File: src/rtl/uart_rx_feed.sv
// UART receiver that pushes each good character into a wclk-domain FIFO, honouring its full flag.
// Optional even-parity bit after the data bits is enabled by defining UART_RX_FEED_PARITY_EN.
module uart_rx_feed #(
    parameter int WIDTH  = 8,
    parameter int CLKDIV = 16
) (
    input  logic             wclk,
    input  logic             wreset,
    input  logic             rxd,
    input  logic             wfull,
    output logic [WIDTH-1:0] wdata,
    output logic             wstore,
    output logic             frame_err,
    output logic             overrun,
    output logic             busy
);
    localparam int              BCW      = $clog2(WIDTH + 1);
    localparam logic [15:0]     HALF_BIT = 16'(CLKDIV / 2);
    localparam logic [15:0]     FULL_BIT = 16'(CLKDIV);
    localparam logic [BCW-1:0]  LAST_BIT = BCW'(WIDTH - 1);

`ifdef UART_RX_FEED_PARITY_EN
    typedef enum logic [2:0] {IDLE, START, DATA, PARITY, STOP, BREAK} state_t;
`else
    typedef enum logic [2:0] {IDLE, START, DATA, STOP, BREAK} state_t;
`endif

    state_t           state_reg, state_next;
    logic [15:0]      cnt_reg, cnt_next;
    logic [WIDTH-1:0] shift_reg, shift_next;
    logic [BCW-1:0]   bit_cnt_reg, bit_cnt_next;
    logic             sync1_reg, sync2_reg;
    logic             good_next, err_next;
    logic             good_d_reg, err_d_reg;
    logic             pulse_reg, frame_err_reg;
    logic [WIDTH-1:0] wdata_reg;
    logic             rx_s;
    logic             bit_due;

    assign rx_s    = sync2_reg;
    assign bit_due = (cnt_reg <= 16'd1);

    always_ff @(posedge wclk) begin
        if (wreset) begin
            sync1_reg     <= 1'b1;
            sync2_reg     <= 1'b1;
            state_reg     <= IDLE;
            cnt_reg       <= '0;
            shift_reg     <= '0;
            bit_cnt_reg   <= '0;
            good_d_reg    <= 1'b0;
            err_d_reg     <= 1'b0;
            pulse_reg     <= 1'b0;
            frame_err_reg <= 1'b0;
            wdata_reg     <= '0;
        end else begin
            sync1_reg     <= rxd;
            sync2_reg     <= sync1_reg;
            state_reg     <= state_next;
            cnt_reg       <= cnt_next;
            shift_reg     <= shift_next;
            bit_cnt_reg   <= bit_cnt_next;
            good_d_reg    <= good_next;
            err_d_reg     <= err_next;
            pulse_reg     <= good_d_reg;
            frame_err_reg <= err_d_reg;
            if (good_d_reg)
                wdata_reg <= shift_reg;
        end
    end

    always_comb begin
        state_next   = state_reg;
        cnt_next     = cnt_reg;
        shift_next   = shift_reg;
        bit_cnt_next = bit_cnt_reg;
        good_next    = 1'b0;
        err_next     = 1'b0;
        case (state_reg)
            IDLE: begin
                if (!rx_s) begin
                    state_next = START;
                    cnt_next   = HALF_BIT;
                end
            end
            START: begin
                if (bit_due) begin
                    if (!rx_s) begin
                        state_next   = DATA;
                        cnt_next     = FULL_BIT;
                        bit_cnt_next = '0;
                    end else begin
                        state_next = IDLE;
                    end
                end else begin
                    cnt_next = cnt_reg - 16'd1;
                end
            end
            DATA: begin
                if (bit_due) begin
                    shift_next = {rx_s, shift_reg[WIDTH-1:1]};
                    cnt_next   = FULL_BIT;
                    if (bit_cnt_reg == LAST_BIT) begin
`ifdef UART_RX_FEED_PARITY_EN
                        state_next = PARITY;
`else
                        state_next = STOP;
`endif
                    end else begin
                        bit_cnt_next = bit_cnt_reg + 1'b1;
                    end
                end else begin
                    cnt_next = cnt_reg - 16'd1;
                end
            end
`ifdef UART_RX_FEED_PARITY_EN
            PARITY: begin
                if (bit_due) begin
                    cnt_next = FULL_BIT;
                    // Even parity: data ones plus the parity bit must total an even count
                    if ((^shift_reg) ^ rx_s) begin
                        err_next   = 1'b1;
                        state_next = BREAK;
                    end else begin
                        state_next = STOP;
                    end
                end else begin
                    cnt_next = cnt_reg - 16'd1;
                end
            end
`endif
            STOP: begin
                if (bit_due) begin
                    if (rx_s) begin
                        good_next  = 1'b1;
                        state_next = IDLE;
                    end else begin
                        err_next   = 1'b1;
                        state_next = BREAK;
                    end
                end else begin
                    cnt_next = cnt_reg - 16'd1;
                end
            end
            BREAK: begin
                if (rx_s)
                    state_next = IDLE;
            end
            default: state_next = IDLE;
        endcase
    end

    // Gate the push with the live full flag so a full FIFO is never written
    assign wstore    = pulse_reg & ~wfull;
    assign overrun   = pulse_reg & wfull;
    assign frame_err = frame_err_reg;
    assign wdata     = wdata_reg;
    assign busy      = (state_reg != IDLE);

endmodule

File: config.mk
export PLATFORM = sky130hd
export DESIGN_NAME = uart_rx_feed
export DESIGN_NICKNAME = d
export VERILOG_FILES = /design/src/rtl/uart_rx_feed.sv
export SDC_FILE = /design/constraint.sdc
export NUM_CORES = 1
export LEC_CHECK = 0
export ABC_CLOCK_PERIOD_IN_PS = 2100
export CORE_MARGIN = 2
export CORE_UTILIZATION = 30
export CTS_CLUSTER_SIZE = 8
export DETAILED_ROUTE_END_ITERATION = 8
export PLACE_DENSITY_LB_ADDON = 0.12
export SLEW_MARGIN = 20
export SYNTH_ARGS = -nofsm -noshare
export SYNTH_HDL_FRONTEND = slang
export SYNTH_SLANG_ARGS = --single-unit
export TNS_END_PERCENT = 5
File: constraint.sdc
create_clock -name wclk -period 2.1 [get_ports wclk]
set_clock_uncertainty 0.05 [all_clocks]
set_input_delay 0.63 -clock wclk [delete_from_list [all_inputs] [get_ports wclk]]
set_output_delay 0.63 -clock wclk [all_outputs]
set_load 0.1 [all_outputs]
==> results by stage <==
Global routing:
- The remaining global-route overflow is 0.
- The all-layer global routing usage is 0.136.
- The largest net degree at the start of global routing is 32.
- The number of antenna violations at the first check in global routing is 0.
- The via count of the first global-routing pass is 1748.
- The first global-routing pass estimated 8.28 mm of wire.

Yosys:
- The library cell with the largest summed area after synthesis is dfxtp_1.
- Counting every net in the synthesized netlist gives 238.
- In the post-synthesis netlist, the biggest area contributors are dfxtp_1 43%, mux2i_1 8.1%, nor2_1 5.9%, a21oi_1 2.6%, nor3_1 2.4%.
- The Yosys step of the flow raised 0 warnings.
- The synthesized area per cell is 9.12 um^2.
- In this run, synthesis inferred 0 flip-flops with an integrated enable.
- The area share of the largest cell type after synthesis is 0.428.
- In the synthesized netlist the dominant register cell turns out to be dfxtp_1.
- The post-synthesis async set-or-reset flop share is 0.
- Summing every instance area after synthesis gives 2110 um^2.
- Synthesis handed over a netlist of 231 instances.
- Of the synthesized area, sequential elements account for 0.428.
- The number of synthesized register bits is 45.
- The number of distinct standard cells referenced by the synthesized netlist is 50.

Timing:
- The final critical-path required period is 2070 ps.
- The worst-case hold slack is 374 ps.
- The number of endpoints with negative hold slack in the final report is 0.
- The accumulated negative setup slack is 0 ps.
- In this run the tightest slew margin relative to its limit is 0.674.
- Of the available clock period, the critical path in the final layout requires 0.987.
- The max-slew violation count is 0.
- Setup repair after global routing could not meet its margin everywhere.
- At the pin with the least slew margin, the transition time is 488 ps.
- Setup violations remaining at the end of the flow were counted as 0.
- Derived from the worst setup path, the maximum achievable clock frequency is 482 MHz.

Layout:
- Leaving out filler cells and counting taps, the final layout contains 369.
- The post-layout instance area is 2810 um^2.
- The filler cell count is 695.
- Leaving out fill and tap cells, the most frequent cells in the layout are 43 x dfxtp_1, 33 x nor2_1, 29 x buf_4, 17 x mux2i_1, 13 x buf_12.
- The number of flip-flops in the largest register is 16.
- The fraction of layout cells with a size suffix above 1 is 0.260.
- The area taken by multi-input logic gates is 1140 um^2.
- The layout-stage area growth over the synthesis result is 33.5%.
- In the final layout, flip-flops and latches occupy 903 um^2.
- 0 antenna diodes ended up in the layout.
- Leaving out fill and tap cells, the most frequent cell in the layout is dfxtp_1.
- For this run, the post-layout net count is 279.

Route:
- In the final routing, the length of wire on met1 measures 2.35 mm.
- The met3 routed wirelength is 129 um.
- The number of DRC markers in iteration 0 is 49.
- The post-detailed-routing wire length is 4.82 mm.
- The total met2 wirelength after detailed routing is 2.29 mm.
- The remaining number of nets flagged by the antenna check after routing is 0.
- The number of iterations in the first detailed-routing pass is 4.
- The uppermost metal layer occupied by signal nets is met4.
- For this run, design rule violations remaining after detail routing come to 0.
- After detailed routing, the average wire length per cell comes to 13.1 um.
- Detailed routing inserted a total of 1794 vias.
- The mean number of vias per cell is 4.86.

Run:
- The count of max-cap constraint violations is 0.

Worst setup path:
- For flop-to-flop paths, the worst setup slack is 30 ps.
- The nature of the critical path startpoint is a flip-flop.
- The length in cells of the worst reg-to-reg path is 7.
- The cell family contributing the most delay on the critical path is simple AND/OR/NAND/NOR gates.
- The number of buffers and inverters on the critical path is 1.
- The signal on the critical path passes through inv_1, ha_1, o21ba_2, nand2_1, or3_4, or4_1, a21oi_1.
- The data required time at the worst endpoint is 2300 ps.
- The source of the worst register-to-register timing path is cnt_reg[0].
- The critical path starts at cnt_reg[0].
- Data on the critical path arrives at its endpoint at 2270 ps.
- The type of the worst setup path is reg -> reg.
- Of all nets on the critical path, the largest fanout is 5.
- The worst register-to-register path ends at bit_cnt_reg[3].
- The largest single stage delay on the critical path is 480 ps.
- The library cell contributing the largest single delay on the critical path is or4_1.
- The worst setup path is captured at a flip-flop.

Clocking:
- In this run, post-CTS hold repair placed 0 buffers.
- Post-CTS timing repair inserted 0 buffers for setup.
- Clock-pin slew was measured on the worst setup and hold paths at 100 ps.
- The deepest level of the CTS H-tree is 2.
- The root buffer selected by CTS is clkbuf_8.
- The longest clock path from root to sink contains 2 buffers.
- The clock tree from TritonCTS is built.
- The total number of clock tree sinks is 45.
- The number of clock buffers inserted by TritonCTS is 5.
- The latest clock arrival within the worst-skew pair is 310 ps.

Floorplan:
- The area enclosed by the die boundary is 7710 um^2.
- The core outline area is 6790 um^2.
- The number of top-level pins is 16.
- The die is 87.8 um wide.
- Row generation in the floorplan step produced 30 rows.
- The initial utilization of the core area, before any placement, comes to 0.310.
- The vertical die dimension is 87.8 um.

Placement:
- In this run the tool buffered the top-level ports with 15 buffer cells.
- The post-placement cell area is 2690 um^2.
- After detailed placement, the design holds a cell count of 361.
- Detailed placement ended at an HPWL of 3.42 mm.
- The weighted congestion reported at the end of routability-driven placement is 0.776.

Hold path:
- The startpoint of the lowest-slack hold path is sync1_reg.
- The worst min-delay path category is reg -> reg.
- The endpoint of the worst hold path is rx_s.
- Counting instances, the worst hold path has a depth of 1.

Status:
- The flow ran to the end, and the final reports show no timing, DRC or antenna violations.

Power:
- The maximum vdd ir drop is 0.279 mV.
- The total power density per cell area is 846 nW/um^2.
- The analysis attributes to cell leakage a power of 1.09 nW.
layer usage:
metal | vias up | track usage
met5 | - | 0
met4 | 0 | 0.0462
met3 | 6 | 0.0311
met2 | 23 | 0.225
met1 | 847 | 0.175
li1 | 918 | -
logic make-up after synthesis:
logic type	synth area share
and+or+nand+nor	0.262
muxes	0.0808
xor gates and xnor gates	0.0249
AOI/OAI and AO/OA	0.154
DFF	0.428
buffers and inverters	0.0327
adders and majority gates	0.0178
area by class of cell:
class / count / share of cell area
multi-input combinational: 170 / 0.407
clock buffer: 5 / 0.0245
timing repair buffer: 45 / 0.180
clock inverter: 3 / 0.0178
sequential: 45 / 0.321
inverter: 5 / 0.00667
tap: 96 / 0.0427
per-stage QoR:
stage	worst slack, ps	total power, mW	util
after floorplan	-4.50	1.38	-
after global placement	-53.0	1.70	0.396
after detailed placement	-51.0	1.70	0.396
after CTS	24.6	2.41	0.413
after global routing	-46.7	2.51	0.414
final	27.1	2.38	0.414
worst max-delay path by stage:
stage | to | slack (ps) | cells past startpoint
after floorplan | wstore | -5 | 1
after global placement | overrun | -50 | 3
after detailed placement | overrun | -50 | 3
after CTS | busy | 20 | 4
after global routing | bit_cnt_reg[3] | -50 | 7
final | bit_cnt_reg[3] | 30 | 7
worst reg2reg max path: cells and delay by family, from the launching register on:
kind / cells / cell delay [ps]
simple gates: 3 / 1050
fa+ha+maj: 1 / 170
buf+inv: 1 / 80
flops: 1 / 340
compound gates: 2 / 310
repair_timing:
item / in CTS / in global routing
resized for setup: 2 / 4
pin swaps: 0 / 0
setup endpoints to repair: 1 / 7
hold endpoints to repair: 0 / 0
cell usage after synthesis (4+ instances only):
cell type,instances
mux2i_1,17
dfxtp_1,45
clkbuf_1,8
a211oi_1,5
xnor2_1,4
a21oi_1,11
inv_1,5
nor3_1,10
or3_1,4
nor2_1,33
nand2_1,11
nor2b_1,5
nand3_1,4
o21ai_0,6
power by group:
part	leakage, nW	internal [mW]	switching, mW	total (mW)
clock	0.0603	0.365	0.336	0.701
sequential	0.365	0.898	0.0444	0.943
combinational	0.662	0.355	0.382	0.736
(Power assumes the default switching activity.)
